**src/rtl/cordic_rot_pkg.sv**
```systemverilog
// cordic_rot_pkg: shared FSM state, output gain constant and quadrant codes for the CORDIC rotation engine
package cordic_rot_pkg;
  typedef enum logic [1:0] {IDLE, ROTATE, OUTPUT} state_t;
  localparam real K_SCALE = 0.6072529;
  localparam logic [1:0] Q_POS = 2'b00, Q_NEG = 2'b01, Q_PI_NEG = 2'b10, Q_NEG_PI = 2'b11;
endpackage

```
**src/rtl/cordic_rotation_iter_if.sv**
```systemverilog
// cordic_rotation_iter_if: request/result bundle of the CORDIC rotation engine
// master drives rot_en, x/y_rot_in, micro_angle_in, quad_in; slave drives in_ready, x/y_rot_out, output_valid_o
interface cordic_rotation_iter_if #(
  parameter int DATA_WIDTH = 16,
  parameter int CORDIC_STAGES = 16
);
  logic rot_en, in_ready, output_valid_o;
  logic signed [DATA_WIDTH-1:0] x_rot_in, y_rot_in, x_rot_out, y_rot_out;
  logic [CORDIC_STAGES-1:0] micro_angle_in;
  logic [1:0] quad_in;
  modport master (
    output rot_en, x_rot_in, y_rot_in, micro_angle_in, quad_in,
    input in_ready, x_rot_out, y_rot_out, output_valid_o
  );
  modport slave (
    input rot_en, x_rot_in, y_rot_in, micro_angle_in, quad_in,
    output in_ready, x_rot_out, y_rot_out, output_valid_o
  );
endinterface

```
**src/rtl/cordic_rot_out_conv.sv**
```systemverilog
// cordic_rot_out_conv: optional gain compensation, round-half-up and saturation of one CORDIC lane
// din: CORDIC_WIDTH internal value; dout: DATA_WIDTH saturated result; CORDIC_ROT_SCALE_EN enables the K multiply
module cordic_rot_out_conv
  import cordic_rot_pkg::*;
#(
  parameter int DATA_WIDTH = 16,
  parameter int CORDIC_WIDTH = 22
) (
  input  logic signed [CORDIC_WIDTH-1:0] din,
  output logic signed [DATA_WIDTH-1:0]   dout
);
  localparam int FB = CORDIC_WIDTH - DATA_WIDTH - 2;
`ifdef CORDIC_ROT_SCALE_EN
  localparam int PW = 2 * CORDIC_WIDTH;
  localparam int SH = FB + CORDIC_WIDTH - 2;
  localparam logic signed [CORDIC_WIDTH-1:0] K = CORDIC_WIDTH'($rtoi(K_SCALE * (2.0 ** (CORDIC_WIDTH - 2)) + 0.5));
  logic signed [PW-1:0] full;
  assign full = PW'(din) * PW'(K);
`else
  localparam int PW = CORDIC_WIDTH + 1;
  localparam int SH = FB;
  logic signed [PW-1:0] full;
  assign full = PW'(din);
`endif
  localparam logic signed [PW-1:0] HALF = PW'(1) <<< (SH - 1);
  localparam logic signed [PW-1:0] MAXV = PW'((1 << (DATA_WIDTH - 1)) - 1);
  localparam logic signed [PW-1:0] MINV = -MAXV - PW'(1);
  logic signed [PW-1:0] rnd;
  assign rnd = (full + HALF) >>> SH;
  assign dout = rnd > MAXV ? MAXV[DATA_WIDTH-1:0] : rnd < MINV ? MINV[DATA_WIDTH-1:0] : rnd[DATA_WIDTH-1:0];
endmodule

```
**src/rtl/cordic_rotation_iter.sv**
```systemverilog
// cordic_rotation_iter: iterative CORDIC rotation engine, one micro-rotation per clock
// clk, nreset (sync active-low); bus (slave): rot_en/in_ready accept, x/y_rot_in, micro_angle_in, quad_in,
// x/y_rot_out held results, output_valid_o one-cycle pulse; CORDIC_ROT_SCALE_EN removes the CORDIC gain
module cordic_rotation_iter
  import cordic_rot_pkg::*;
#(
  parameter int DATA_WIDTH = 16,
  parameter int CORDIC_WIDTH = 22,
  parameter int CORDIC_STAGES = 16
) (
  input logic clk,
  input logic nreset,
  cordic_rotation_iter_if.slave bus
);
  localparam int FB = CORDIC_WIDTH - DATA_WIDTH - 2;
  localparam int CNTW = $clog2(CORDIC_STAGES);
  state_t state, state_n;
  logic [CNTW-1:0] cnt;
  logic signed [CORDIC_WIDTH-1:0] x, y, x_ext, y_ext, x_nx, y_nx;
  logic [CORDIC_STAGES-1:0] ang;
  logic neg, d_pos, acc, valid;
  logic signed [DATA_WIDTH-1:0] x_out, y_out, x_cv, y_cv;
  assign acc = state == IDLE && bus.rot_en;
  assign x_ext = CORDIC_WIDTH'(bus.x_rot_in) <<< FB;
  assign y_ext = CORDIC_WIDTH'(bus.y_rot_in) <<< FB;
  assign d_pos = ang[cnt] ^ neg;
  always_comb begin
    x_nx = d_pos ? x - (y >>> cnt) : x + (y >>> cnt);
    y_nx = d_pos ? y + (x >>> cnt) : y - (x >>> cnt);
    state_n = state == IDLE ? (bus.rot_en ? ROTATE : IDLE) :
              state == ROTATE ? (cnt == CNTW'(CORDIC_STAGES - 1) ? OUTPUT : ROTATE) : IDLE;
  end
  always_ff @(posedge clk)
    if (!nreset) begin
      state <= IDLE;
      cnt <= '0;
      x <= '0;
      y <= '0;
      ang <= '0;
      neg <= 1'b0;
      x_out <= '0;
      y_out <= '0;
      valid <= 1'b0;
    end else begin
      state <= state_n;
      valid <= state == OUTPUT;
      if (acc) begin
        x <= bus.quad_in[1] ? -x_ext : x_ext;
        y <= bus.quad_in[1] ? -y_ext : y_ext;
        ang <= bus.micro_angle_in;
        neg <= bus.quad_in == Q_NEG || bus.quad_in == Q_PI_NEG;
        cnt <= '0;
      end
      if (state == ROTATE) begin
        x <= x_nx;
        y <= y_nx;
        cnt <= cnt + CNTW'(1);
      end
      if (state == OUTPUT) begin
        x_out <= x_cv;
        y_out <= y_cv;
      end
    end
  cordic_rot_out_conv #(.DATA_WIDTH(DATA_WIDTH), .CORDIC_WIDTH(CORDIC_WIDTH)) u_conv_x (.din(x), .dout(x_cv));
  cordic_rot_out_conv #(.DATA_WIDTH(DATA_WIDTH), .CORDIC_WIDTH(CORDIC_WIDTH)) u_conv_y (.din(y), .dout(y_cv));
  assign bus.in_ready = state == IDLE;
  assign bus.x_rot_out = x_out;
  assign bus.y_rot_out = y_out;
  assign bus.output_valid_o = valid;
endmodule

```
**src/flat_wrapper.sv**
```systemverilog
// flat-port wrapper written by rule: the top's interface ports become plain ports
module cordic_rotation_iter_flat import cordic_rot_pkg::*;
#(
  parameter int DATA_WIDTH = 16,
  parameter int CORDIC_WIDTH = 22,
  parameter int CORDIC_STAGES = 16
)
  (clk, nreset, bus_rot_en, bus_x_rot_in, bus_y_rot_in, bus_micro_angle_in, bus_quad_in, bus_in_ready, bus_x_rot_out, bus_y_rot_out, bus_output_valid_o);
  cordic_rotation_iter_if #(.DATA_WIDTH(DATA_WIDTH), .CORDIC_STAGES(CORDIC_STAGES)) bus_i ();
  input logic clk;
  input logic nreset;
  input wire logic [$bits(bus_i.rot_en)-1:0] bus_rot_en;
  input wire logic [$bits(bus_i.x_rot_in)-1:0] bus_x_rot_in;
  input wire logic [$bits(bus_i.y_rot_in)-1:0] bus_y_rot_in;
  input wire logic [$bits(bus_i.micro_angle_in)-1:0] bus_micro_angle_in;
  input wire logic [$bits(bus_i.quad_in)-1:0] bus_quad_in;
  output wire logic [$bits(bus_i.in_ready)-1:0] bus_in_ready;
  output wire logic [$bits(bus_i.x_rot_out)-1:0] bus_x_rot_out;
  output wire logic [$bits(bus_i.y_rot_out)-1:0] bus_y_rot_out;
  output wire logic [$bits(bus_i.output_valid_o)-1:0] bus_output_valid_o;
  assign bus_i.rot_en = bus_rot_en;
  assign bus_i.x_rot_in = bus_x_rot_in;
  assign bus_i.y_rot_in = bus_y_rot_in;
  assign bus_i.micro_angle_in = bus_micro_angle_in;
  assign bus_i.quad_in = bus_quad_in;
  assign bus_in_ready = bus_i.in_ready;
  assign bus_x_rot_out = bus_i.x_rot_out;
  assign bus_y_rot_out = bus_i.y_rot_out;
  assign bus_output_valid_o = bus_i.output_valid_o;
  cordic_rotation_iter #(.DATA_WIDTH(DATA_WIDTH), .CORDIC_WIDTH(CORDIC_WIDTH), .CORDIC_STAGES(CORDIC_STAGES)) u_core (.clk(clk), .nreset(nreset), .bus(bus_i));
endmodule
```
**config.mk**
```make
export PLATFORM = sky130hd
export DESIGN_NAME = cordic_rotation_iter_flat
export DESIGN_NICKNAME = d
export VERILOG_FILES = /design/src/rtl/cordic_rot_pkg.sv /design/src/rtl/cordic_rotation_iter_if.sv /design/src/rtl/cordic_rot_out_conv.sv /design/src/rtl/cordic_rotation_iter.sv /design/src/flat_wrapper.sv
export SDC_FILE = /design/constraint.sdc
export NUM_CORES = 1
export LEC_CHECK = 0
export CAP_MARGIN = 0
export CELL_PAD_IN_SITES_DETAIL_PLACEMENT = 0
export CELL_PAD_IN_SITES_GLOBAL_PLACEMENT = 2
export CORE_ASPECT_RATIO = 1.2
export CORE_MARGIN = 1.5
export CORE_UTILIZATION = 32
export DETAILED_ROUTE_END_ITERATION = 10
export PLACE_DENSITY_LB_ADDON = 0.25
export SLEW_MARGIN = 20
export SYNTH_ARGS = -nofsm -noshare
export SYNTH_HDL_FRONTEND = slang
export SYNTH_SLANG_ARGS = --single-unit
```
**constraint.sdc**
```tcl
create_clock -name clk -period 4.8 [get_ports clk]
set_input_delay 0.72 -clock clk [delete_from_list [all_inputs] [get_ports clk]]
set_output_delay 0.72 -clock clk [all_outputs]
set_load 0.03 [all_outputs]
```
# Word level (Yosys, flattened, before mapping)
# Cells that the tools add are included.
# totals
ff_bits	100
output_inout_bits	34
elab_cells	55
# op_classes
addsub	9
magnitude_cmp	5
n_eq_ne	5
shift	2
mux	20
n_bitwise	1
reduce_logical	4
# op_table
operator	n
$mux W22	8
$mux W16	4
$add A22 B5 Y23 const B	2
$add A22 B22 Y22	2
$neg A20 Y22	2
$sshr A22 B4 Y22	2
$sub A22 B22 Y22	2
$gt A19 B16 Y1 const B	2
$lt A19 B16 Y1 const B	2
$mux W4	2
$mux W2	3
$lt A4 B5 Y1 const B	1
$add A4 B1 Y4 const B	1
$bmux W1 S4	1
$eq A2 B1 Y1 const B	2
$eq A2 B2 Y1 const B	2
$eq A4 B4 Y1 const B	1
$logic_not A2 Y1	1
$mux W1	2
$reduce_bool A2 Y1	1
$logic_and A1 B1 Y1	1
$logic_or A1 B1 Y1	1
$xor A1 B1 Y1	1

# Logic depth before layout (Yosys ltp)
# Gate-level depths: netlist (run 1).
# depth
ltp_word	5
depth_mapped	25
depth_no_buf	20

# Hierarchy
# From an unflattened synthesis (run 1), not the netlist that was laid out.
# unflattened
cells_unflattened	1417
hier_area_um2	10855.4
# modules_own_cells
mod	n_inst	cells_per_inst	area_per_inst_um2	seq_area_each_um2
cordic_rotation_iter	1	1265	9726.8	2001.9
cordic_rot_out_conv	2	76	564.3	0.0

# Worst setup path before layout (run 1)
# Ideal clock, no wire load.
# synth_timing
kind	register to register
startpoint	register u_core.cnt[0]
endpoint	register u_core.x[14]
setup_ps	115
arrival_ps	4993
slack_ps	-308
stages_incl_launch_ff	20
synth_period_minus_slack_ps	5108
cell_sequence	dfxtp_1 > buf_2 > buf_4 > buf_2 > mux4_2 > mux4_2 > xnor2_1 > clkbuf_1 > nand2_1 > xnor2_1 > ha_1 > nor2b_1 > o21a_1 > o21ai_0 > a311oi_1 > or2_2 > o311a_1 > o21ai_0 > mux2i_1 > o21a_1
# synth_via
elab_chain_cells	5
word_cells_on_any_way	8
cone_classes	add/sub (2); shift (1); mux (4); bitwise (1)
# synth_rtl
element	line	rtl
from (decl)	cordic_rotation_iter.sv:18	logic [CNTW-1:0] cnt;
from (signal assigned)	cordic_rotation_iter.sv:57	cnt <= cnt + CNTW'(1);
parallel branches: the longest is 3 deep, another holds $add A22 B22 Y22	n/a	
$mux W22 (*)	cordic_rotation_iter.sv:28	x_nx = d_pos ? x - (y >>> cnt) : x + (y >>> cnt);
$mux W22 (*)	cordic_rotation_iter.sv:54	if (state == ROTATE) begin
to (signal assigned)	cordic_rotation_iter.sv:48	x <= bus.quad_in[1] ? -x_ext : x_ext;
to (signal assigned)	cordic_rotation_iter.sv:55	x <= x_nx;
to (decl)	cordic_rotation_iter.sv:19	logic signed [CORDIC_WIDTH-1:0] x, y, x_ext, y_ext, x_nx, y_nx;
# Every way passes the cells marked *. The select of a mux whose other input is x is not followed.
# A chain may end at the register's enable or synchronous reset.

# Final worst setup path (run 1)
# layout_timing
startpoint	register u_core.cnt[1]
endpoint	register u_core.x[20]
# Same word-level chain as after synthesis.

==> qor.csv, run 1 <==
stage,metric,value,unit
run_status,status,"complete, no violations",
global_route,grt_pass1_wl,62500,um
clocking,clk_pin_slew,0.09,ns
setup_path,critPathKind,reg -> reg,
routing,ant_nets,0,
cells_and_area,layout_common_cells,"nand2_1, buf_4, a21oi_1, dfxtp_1, clkdlybuf4s50_1",
synth,ys_ff_latch,100,
place,place_inst,1952,
timing,setup_tns,0,ns
synth,async_flop_share,0,%
routing,top_layer,met4,
setup_path,startpoint,u_core.cnt[1],
cells_and_area,syn2layout_area_growth,27.4,%
timing,tightest_slew,1.00,ns
synth,syn_avg_cell_area,7.87,um^2
routing,drc,0,
floorplanning,fp.dieH,203,um
place,io_buffer_count,86,
place,hpwl,31000,um
timing,slew_headroom,32.9,%
timing,skew,0.0127,ns
clocking,clock_latency,0.38,ns
floorplanning,row_count,73,
timing,slew_violations,0,
floorplanning,start_util,32.4,%
setup_path,r2r_slack,0.17,ns
routing,wire_per_inst,20.5,um
clocking,cts_tree,yes,
clocking,htree_levels,3,
synth,synth_edf_count,0,
cells_and_area,layout-drive-gt1-share,21.1,%
cells_and_area,fillerInstances,3462,
timing,fin_crit,4.63,ns
global_route,antenna_found_initial,0,
floorplanning,die_area,0.0345,mm^2
routing,via_count,10800,
timing,setup_ws,0.168,ns
timing,fmax,0.216,GHz
hold_path,min_to,u_core.ang[7],
setup_path,rr_worst_depth,19,
cells_and_area,nNetsFinal,1626,
place,place_area,0.0131,mm^2
hold_path,worstHoldStart,u_core.ang[7],
setup_path,crit_arrival,4.89,ns
floorplanning,io_pins,87,
clocking,cts_buffers,9,
routing,avgViaCountPerCell,5.49,
power_and_ir_drop,vdd_drop_max,0.000254,V
setup_path,critPathLaunchType,flop,
setup_path,worstReg2RegStart,u_core.cnt[1],
global_route,grt.overflow.total,0,
setup_path,crit_path_end_kind,flop,
synth,yosysWarnings,0,
floorplanning,core_area,0.0330,mm^2
global_route,grtUsageTotal,23.5,%
timing,rsz0062_at_grt,true,
setup_path,r2r-end,u_core.x[20],
setup_path,crit_required,5.06,ns
timing,setup_viol,0,
synth,synth-main-ff-cell,dfxtp_1,
synth,ys_seq_area_share,18.7,%
cells_and_area,layout_commonest_cell,nand2_1,
floorplanning,die_x,170,um
hold_path,holdPathStages,2,
power_and_ir_drop,p_leak,5.38,nW
place,place_ws,-0.209,ns
clocking,cts_sinks,100,
hold_path,worstHoldPathType,reg -> reg,
clocking,ctsRootBufferMaster,clkbuf_16,
cells_and_area,fin_area,0.0136,mm^2
run,cap_violations,0,
synth,synth_cells,1358,
routing,wl_met1,17300,um
routing,routed_wl,40400,um
synth,syn_nets,1465,
timing,hold_violations,0,
synth,netlist_area,0.0107,mm^2
synth,synth.distinct_cells,74,
routing,drt_iter0_markers,738,
routing,met3WireLength,1360,um
global_route,grt_max_degree,54,
timing,fin_crit_sh,96.5,%
global_route,grt_pass1_vias,10900,
routing,dr.pass1.iters,5,
place,globalplace.congestion,0.877,
cells_and_area,num_antenna_cells,0,
clocking,clock_path_buffers,2,
routing,wl_met2,19500,um
setup_path,cp_max_fo,4,
cells_and_area,fin_cells,1974,
power_and_ir_drop,totalPowerFinal,5.90,mW
power_and_ir_drop,power.density,434,mW/mm^2
## how the worst max path moves through the flow
| stage | depth (start not counted) | slack, ns | to |
|---|---|---|---|
| 2_1_floorplan | 19 | -0.02 | u_core.x[14] |
| 3_3_place_gp | 20 | -0.18 | u_core.y[21] |
| 3_5_place_dp | 20 | -0.21 | u_core.y[21] |
| 4_1_cts | 20 | 0.01 | u_core.y[21] |
| 5_1_grt | 21 | -0.05 | u_core.y[21] |
| 6_report | 19 | 0.17 | u_core.x[20] |
## metal layers
layer	vias to the layer above	track usage (%)
met2	251	40.4
met4	0	12.0
li1	5297	-
met1	5225	28.9
met3	72	2.52
met5	-	0
## repair_timing
action,in CTS,in global routing
setup buffers,2,3
gates resized for setup,7,51
endpoints found under the setup margin,5,12
pin swaps,1,11
hold buffers,0,0
## registers in the layout, indices dropped and copies added (netlist names)
name                       cells
u_core.ang                    16
u_core.bus.output_valid_o      1
u_core.bus.x_rot_out          16
u_core.bus.y_rot_out          16
u_core.cnt                     4
u_core.neg                     1
u_core.state                   2
u_core.x                      22
u_core.y                      22
## power breakdown
group | leakage [nW] | total (mW) | internal [mW] | switching [mW]
Combinational | 4.43 | 4.05 | 1.92 | 2.13
Clock | 0.132 | 0.767 | 0.363 | 0.404
Sequential | 0.820 | 1.09 | 0.917 | 0.173
## area by class of cell
| cell class | count | area, um^2 | area share, % |
|---|---|---|---|
| multi-input combinational | 1111 | 8290 | 60.9 |
| inverter | 34 | 131 | 0.966 |
| clock inverter | 6 | 52.6 | 0.386 |
| clock buffer | 10 | 229 | 1.68 |
| tap | 450 | 563 | 4.14 |
| timing repair buffer | 263 | 2320 | 17.1 |
| sequential | 100 | 2010 | 14.8 |
## Yosys cell counts (6+ instances only)
cell      count  area (um^2)
xor2_1       51          447
dfxtp_1     100         2000
o31ai_1      20          150
o21ai_0      86          430
or3_1         7         43.8
nor2_1       69          259
o21bai_1      8         60.1
a211oi_1      6         45.0
buf_1        13         48.8
a21boi_0     27          203
and2_1       19          119
mux4_2       38          856
or2_2         6         37.5
mux2i_1      34          340
clkbuf_1     79          297
o221a_2      15          169
a221oi_1     10         87.6
nand3_1      47          235
ha_1         52          651
nand2_1     169          634
nor2b_1      15         93.8
o311ai_0      6         52.6
nor3_1       12         60.1
buf_2        14         70.1
a31oi_1      15         93.8
o21a_1        8         60.1
xnor2_1      80          701
and4_1        6         52.6
inv_1        32          120
nand2b_1     23          144
o221ai_1     18          158
a21oi_1     121          606
mux2_2       16          180
o211ai_1     18          135
and3_1       20          125
a21o_1       20          150
## worst max-delay path, cell delays in order, from the launching register on
cell	delay (ns)
dfxtp_4	0.40
buf_4	0.13
mux4_2	0.50
buf_4	0.16
mux4_2	0.51
nor2_1	0.16
nand3_1	0.16
or4b_4	0.51
nand2_1	0.10
xnor2_1	0.13
ha_1	0.29
and3_4	0.17
buf_4	0.13
and3_1	0.19
o21a_1	0.14
o41ai_2	0.29
buf_4	0.17
a21oi_2	0.06
xnor2_1	0.22
o22ai_1	0.11
## cell families after synthesis
| family | synth area share (%) |
|---|---|
| flip-flops | 18.7 |
| multiplexers | 14.1 |
| XOR/XNOR | 10.7 |
| AO/OA/AOI/OAI | 26.1 |
| adder cells (fa/ha/maj) | 6.47 |
| buffers and inverters | 5.68 |
| AND/OR/NAND/NOR | 18.2 |
## per-stage QoR
step / hold slack (ns) / utilization, %
3_3_place_gp: 0.449 / 39.6
2_1_floorplan: 0.440 / -
6_report: 0.467 / 41.3
3_5_place_dp: 0.458 / 39.6
4_1_cts: 0.470 / 40.6
5_1_grt: 0.490 / 41.3
No activity file was read; power rests on OpenSTA's default activity.
==> run 2, diff against run 1 <==
--- a/config.mk
+++ b/config.mk
@@ -10,7 +10,7 @@
 export CELL_PAD_IN_SITES_GLOBAL_PLACEMENT = 2
 export CORE_ASPECT_RATIO = 1.2
 export CORE_MARGIN = 1.5
-export CORE_UTILIZATION = 32
+export CORE_UTILIZATION = 39
 export DETAILED_ROUTE_END_ITERATION = 10
 export PLACE_DENSITY_LB_ADDON = 0.25
 export SLEW_MARGIN = 20
==> constraint.sdc (replaced) <==
create_clock -name clk -period 5.5 [get_ports clk]
set_input_delay 0.825 -clock clk [delete_from_list [all_inputs] [get_ports clk]]
set_output_delay 0.825 -clock clk [all_outputs]
set_load 0.03 [all_outputs]
==> run 2 against run 1 <==
Wire length fell by 8.0%. Final cell count down 12%. Count of clock-buffer cells in the layout unchanged. Power shrank 23%. Register-to-register slack improved by 0.24 ns. Global-route usage up 2.8 points. Sequential share of layout area grew 1.5 points. Non-clock buffer count is 118 lower. Final area down 9.6%. Critical path depth is the same.
==> qor.csv, run 2 (synthesized netlist as in run 1, its figures left out) <==
stage,metric,value,unit,change
place,place_area,0.0120,mm^2,-8.3%
setup_path,crit_required,5.73,ns,+0.67 ns
place,io_buffer_count,86,,unchanged
setup_path,critPathKind,reg -> reg,,
clocking,cts_sinks,100,,unchanged
floorplanning,io_pins,87,,unchanged
timing,slew_violations,0,,unchanged
timing,fin_crit,5.09,ns,+0.462 ns
clocking,cts_buffers,9,,unchanged
cells_and_area,nNetsFinal,1508,,-7.3%
global_route,grt_pass1_vias,10200,,-6.7%
routing,ant_nets,0,,unchanged
timing,setup_tns,0,ns,unchanged
power_and_ir_drop,totalPowerFinal,4.55,mW,-23%
clocking,post_cts_buffers,0,,-2
timing,skew,0.0128,ns,+0.000122 ns
global_route,antenna_found_initial,0,,unchanged
floorplanning,die_x,154,um,-9.3%
cells_and_area,num_antenna_cells,0,,unchanged
timing,hold_violations,0,,unchanged
run_status,status,"complete, no violations",,
routing,drc,0,,unchanged
cells_and_area,top_regs,"u_core.x: 22 flops, u_core.y: 22 flops",,
clocking,clk_pin_slew,0.09,ns,about the same
global_route,met3_usage,3.15,%,+0.63 points
routing,avgViaCountPerCell,6.02,,+9.5%
timing,slew_headroom,37.7,%,+4.9 points
power_and_ir_drop,p_leak,4.75,nW,-12%
place,hpwl,28200,um,-9.0%
global_route,grt_busiest_layer,met2,,
global_route,use_met2,46.5,%,+6.1 points
clocking,ctsRootBufferMaster,clkbuf_16,,
timing,fmax,0.196,GHz,-9.1%
run,cap_violations,0,,unchanged
cells_and_area,fillerInstances,2782,,-20%
routing,wire_per_inst,21.3,um,+4.1%
power_and_ir_drop,vdd_drop_max,0.000158,V,-38%
clocking,clock_latency,0.37,ns,about the same
timing,fin_crit_sh,92.6,%,-3.9 points
floorplanning,start_util,39.6,%,+7.2 points
place,globalplace.congestion,0.922,,+5.1%
routing,drt_iter0_markers,569,,-23%
timing,rsz0062_at_grt,false,,
setup_path,cp_max_fo,27,,+23
hold_path,worstHoldPathType,reg -> reg,,
cells_and_area,layout_commonest_cell,nand2_1,,
power_and_ir_drop,power.density,370,mW/mm^2,-15%
floorplanning,fp.dieH,184,um,-9.3%
global_route,grt_pass1_wl,57800,um,-7.5%
clocking,htree_levels,3,,unchanged
routing,via_count,10500,,-3.1%
clocking,cts_tree,yes,,
setup_path,crit_arrival,5.33,ns,+0.44 ns
routing,dr.pass1.iters,5,,unchanged
timing,tightest_slew,0.934,ns,-0.0707 ns
routing,routed_wl,37200,um,-8.0%
global_route,grt.overflow.total,0,,unchanged
clocking,cts-hold-fix-buffers,0,,unchanged
global_route,grt_max_degree,54,,unchanged
global_route,met1_usage,32.0,%,+3.1 points
floorplanning,die_area,0.0284,mm^2,-18%
floorplanning,row_count,66,,-9.6%
global_route,grtUsageTotal,26.3,%,+2.8 points
cells_and_area,fin_util,45.5,%,+4.3 points
clocking,clock_path_buffers,2,,unchanged
cells_and_area,layout_common_cells,"nand2_1, a21oi_1, dfxtp_1, o21ai_0, clkdlybuf4s50_1",,
cells_and_area,fin_area,0.0123,mm^2,-9.6%
cells_and_area,layout-drive-gt1-share,11.8,%,-9.3 points
timing,setup_viol,0,,unchanged
setup_path,crit_path_end_kind,flop,,
setup_path,critPathLaunchType,flop,,
floorplanning,core_area,0.0270,mm^2,-18%
cells_and_area,syn2layout_area_growth,15.1,%,
run 2: area by class of cell:
type                       count  area (um^2)  area share [%]
multi-input combinational   1111         8100            65.9
sequential                   100         2010            16.3
inverter                      34          128            1.04
tap                          340          425            3.46
clock buffer                  10          239            1.94
timing repair buffer         145         1340            10.9
clock inverter                 6         57.6           0.468
run 2: what timing repair did:
| item | in CTS | in global routing |
|---|---|---|
| endpoints found under the setup margin | 0 | 3 |
| endpoints found under the hold margin | 0 | 0 |
| resized for setup | 0 | 1 |
run 2: per-layer routing:
| metal | share of wire, % | vias to the layer above | wire [um] |
|---|---|---|---|
| met5 | 0 | - | 0 |
| met4 | 4.5 | 0 | 1670 |
| met3 | 4.6 | 75 | 1700 |
| met2 | 48 | 328 | 17900 |
| met1 | 43 | 5034 | 15900 |
| li1 | - | 5067 | - |
run 2: per-stage QoR:
stage,setup slack [ns],cells,hold slack (ns)
floorplan,0.392,1358,0.440
global placement,0.417,1729,0.449
detailed placement,0.384,1729,0.457
CTS,0.308,1745,0.469
global route,0.00411,1746,0.488
finish,0.407,1746,0.465
run 2: path summary, 6_finish.rpt:
path | start | endpoint | slack (ns) | depth (start not counted)
max reg2reg | u_core.cnt[3] | u_core.y[21] | 0.41 | 19
max | u_core.cnt[3] | u_core.y[21] | 0.41 | 19
min | u_core.ang[11] | u_core.ang[11] | 0.46 | 2
min reg2reg | u_core.ang[11] | u_core.ang[11] | 0.46 | 2
run 2: worst max-delay path: stages, from the launching register on:
cell      delay [ns]
dfxtp_2         0.67
buf_4           0.39
mux4_2          0.41
mux2_2          0.29
mux2i_1         0.21
nand2_1         0.13
nor4bb_1        0.40
and2_1          0.26
a31oi_1         0.11
xor2_1          0.16
ha_1            0.36
a21o_1          0.20
a21o_1          0.16
a21oi_1         0.18
o211ai_1        0.10
a31oi_1         0.22
nand2_1         0.11
a221oi_1        0.31
xor2_1          0.19
a21oi_1         0.08
run 2: power breakdown:
group          total (mW)  internal, mW  switching (mW)
combinational        2.85          1.25            1.61
clock               0.673         0.329           0.344
sequential           1.02         0.801           0.219
==> run 3, diff against run 2 <==
--- a/config.mk
+++ b/config.mk
@@ -9,7 +9,6 @@
 export CELL_PAD_IN_SITES_DETAIL_PLACEMENT = 0
 export CELL_PAD_IN_SITES_GLOBAL_PLACEMENT = 2
 export CORE_ASPECT_RATIO = 1.2
-export CORE_MARGIN = 1.5
 export CORE_UTILIZATION = 39
 export DETAILED_ROUTE_END_ITERATION = 10
 export PLACE_DENSITY_LB_ADDON = 0.25
==> run 3 against run 2 <==
Sequential power about the same. Global-route usage up 0.79 points. Power up 0.88%. Combinational power about the same. Sequential cell count unchanged. Largest cell class unchanged.
==> qor.csv, run 3 (synthesized netlist as in run 1, its figures left out) <==
stage,metric,value,unit,change
global_route,grtUsageTotal,27.1,%,+0.79 points
global_route,use_met2,47.6,%,+1.2 points
timing,fmax,0.197,GHz,+0.51%
global_route,grt_max_degree,59,,+9.3%
power_and_ir_drop,vdd_drop_max,0.000210,V,+33%
place,place_ws,0.396,ns,+0.0113 ns
setup_path,crit_arrival,5.34,ns,about the same
floorplanning,start_util,39.6,%,unchanged
global_route,grt_busiest_layer,met2,,
run_status,status,"complete, no violations",,
place,place_area,0.0120,mm^2,+0.19%
timing,rsz0062_at_grt,false,,
timing,slew_violations,0,,unchanged
routing,routed_wl,37400,um,+0.45%
power_and_ir_drop,power.density,372,mW/mm^2,+0.52%
cells_and_area,fin_area,0.0123,mm^2,+0.37%
routing,avgViaCountPerCell,5.99,,-0.43%
power_and_ir_drop,p_leak,4.78,nW,+0.63%
hold_path,holdPathStages,2,,unchanged
timing,setup_viol,0,,unchanged
timing,skew,0.00938,ns,-0.00341 ns
setup_path,crit_path_end_kind,flop,,
place,hpwl,28500,um,+1.2%
routing,wire_per_inst,21.4,um,+0.34%
cells_and_area,fin_cells,1748,,+0.11%
clocking,post_cts_buffers,0,,unchanged
setup_path,crit_required,5.77,ns,+0.04 ns
global_route,grt_pass1_vias,10300,,+1.6%
cells_and_area,multi_input_area,0.00809,mm^2,about the same
clocking,cts_tree,yes,,
cells_and_area,top_regs,"u_core.x: 22 flops, u_core.y: 22 flops",,
global_route,met3_usage,3.02,%,-0.13 points
global_route,grt.overflow.total,0,,unchanged
place,io_buffer_count,86,,unchanged
setup_path,critPathKind,reg -> reg,,
place,place_inst,1731,,+0.12%
timing,setup_ws,0.432,ns,+0.0256 ns
clocking,clock_latency,0.37,ns,about the same
clocking,cts_buffers,9,,unchanged
cells_and_area,num_antenna_cells,0,,unchanged
floorplanning,die_x,153,um,-0.65%
hold_path,worstHoldPathType,reg -> reg,,
place,globalplace.congestion,0.948,,+2.9%
routing,drc,0,,unchanged
clocking,ctsRootBufferMaster,clkbuf_16,,
routing,dr.pass1.iters,7,,+2
clocking,clk_pin_slew,0.08,ns,about the same
routing,via_count,10500,,-0.31%
timing,setup_tns,0,ns,unchanged
cells_and_area,regArea,0.00201,mm^2,+0.25%
floorplanning,fp.dieH,183,um,-0.54%
setup_path,critPathLaunchType,flop,,
global_route,grt_pass1_wl,58900,um,+1.8%
setup_path,rr_worst_depth,19,,unchanged
routing,ant_nets,0,,unchanged
power_and_ir_drop,totalPowerFinal,4.59,mW,+0.88%
timing,tightest_slew,1.05,ns,+0.115 ns
timing,fin_crit_sh,92.1,%,-0.47 points
timing,holdWs,0.467,ns,+0.00242 ns
timing,hold_violations,0,,unchanged
clocking,htree_levels,3,,unchanged
cells_and_area,layout-drive-gt1-share,11.9,%,+0.13 points
floorplanning,row_count,66,,unchanged
run,cap_violations,0,,unchanged
cells_and_area,nNetsFinal,1510,,+0.13%
setup_path,cp_max_fo,14,,-48%
cells_and_area,fillerInstances,2796,,+0.50%
cells_and_area,fin_util,45.7,%,+0.17 points
timing,fin_crit,5.07,ns,-0.0256 ns
global_route,antenna_found_initial,0,,unchanged
clocking,clock_path_buffers,2,,unchanged
floorplanning,io_pins,87,,unchanged
timing,slew_headroom,30.1,%,-7.7 points
cells_and_area,syn2layout_area_growth,15.5,%,
floorplanning,core_area,0.0270,mm^2,unchanged
clocking,cts_sinks,100,,unchanged
cells_and_area,layout_commonest_cell,nand2_1,,
global_route,met1_usage,32.9,%,+0.86 points
floorplanning,die_area,0.0281,mm^2,-1.2%
cells_and_area,layout_common_cells,"nand2_1, a21oi_1, dfxtp_1, o21ai_0, clkdlybuf4s50_1",,
routing,drt_iter0_markers,700,,+23%
[run 3: cell count changes in the layout (fill, tap and decap cells not counted)]
cell / before / now
buf_12: 3 / 4
bufinv_16: 0 / 1
clkbuf_4: 0 / 1
clkinv_4: 1 / 0
clkinv_8: 1 / 0
clkinvlp_4: 2 / 1
dfxtp_2: 3 / 1
dfxtp_4: 1 / 3
inv_6: 2 / 3
inv_8: 0 / 1
nor2b_2: 1 / 2
nor2b_4: 1 / 0
[run 3: power breakdown]
group	leakage (nW)	switching, mW	internal [mW]
clock	0.152	0.338	0.375
combinational	3.80	1.60	1.25
sequential	0.820	0.219	0.800
total	4.78	2.16	2.42
[run 3: repair_timing]
item,CTS,global route
hold buffers,0,0
resized for setup,0,3
endpoints found under the hold margin,0,0
endpoints found under the setup margin,0,3
[run 3: path summary, 6_finish.rpt]
check                                endpoint  slack [ns]           from
worst max-delay path             u_core.x[19]        0.43  u_core.cnt[1]
worst min-delay path            u_core.ang[0]        0.47  u_core.ang[0]
worst max register to register   u_core.x[19]        0.43  u_core.cnt[1]
worst min register to register  u_core.ang[0]        0.47  u_core.ang[0]
[run 3: final cells by class]
cell class	count	share of cell area (%)
Tap cell	340	3.45
Clock buffer	10	1.94
Inverter	34	1.03
Timing Repair Buffer	147	11.1
Clock inverter	6	0.608
Sequential cell	100	16.3
Multi-Input combinational cell	1111	65.6
[run 3: critical path, cell delays in order, from the launching register on]
cell and delay (ns):
dfxtp_4 0.49, mux4_1 0.65, or2_0 0.25, a2111oi_1 0.34, a31o_1 0.19, or4b_4 0.50, nor2_1 0.15, nand3_1 0.15
nand2_1 0.12, xnor2_1 0.12, ha_1 0.30, and3_1 0.23, a221oi_1 0.29, o21ai_0 0.14, a21oi_1 0.15, o21ai_0 0.16
a31oi_1 0.30, xor2_1 0.17, o21ai_0 0.08, and2_1 0.18
[run 3: per-layer routing]
metal | routed length, um | part of all wire (%) | vias up
li1 | - | - | 5075
met1 | 15800 | 42 | 5024
met2 | 18300 | 49 | 289
met3 | 1560 | 4.2 | 83
met4 | 1680 | 4.5 | 0
met5 | 0 | 0 | -
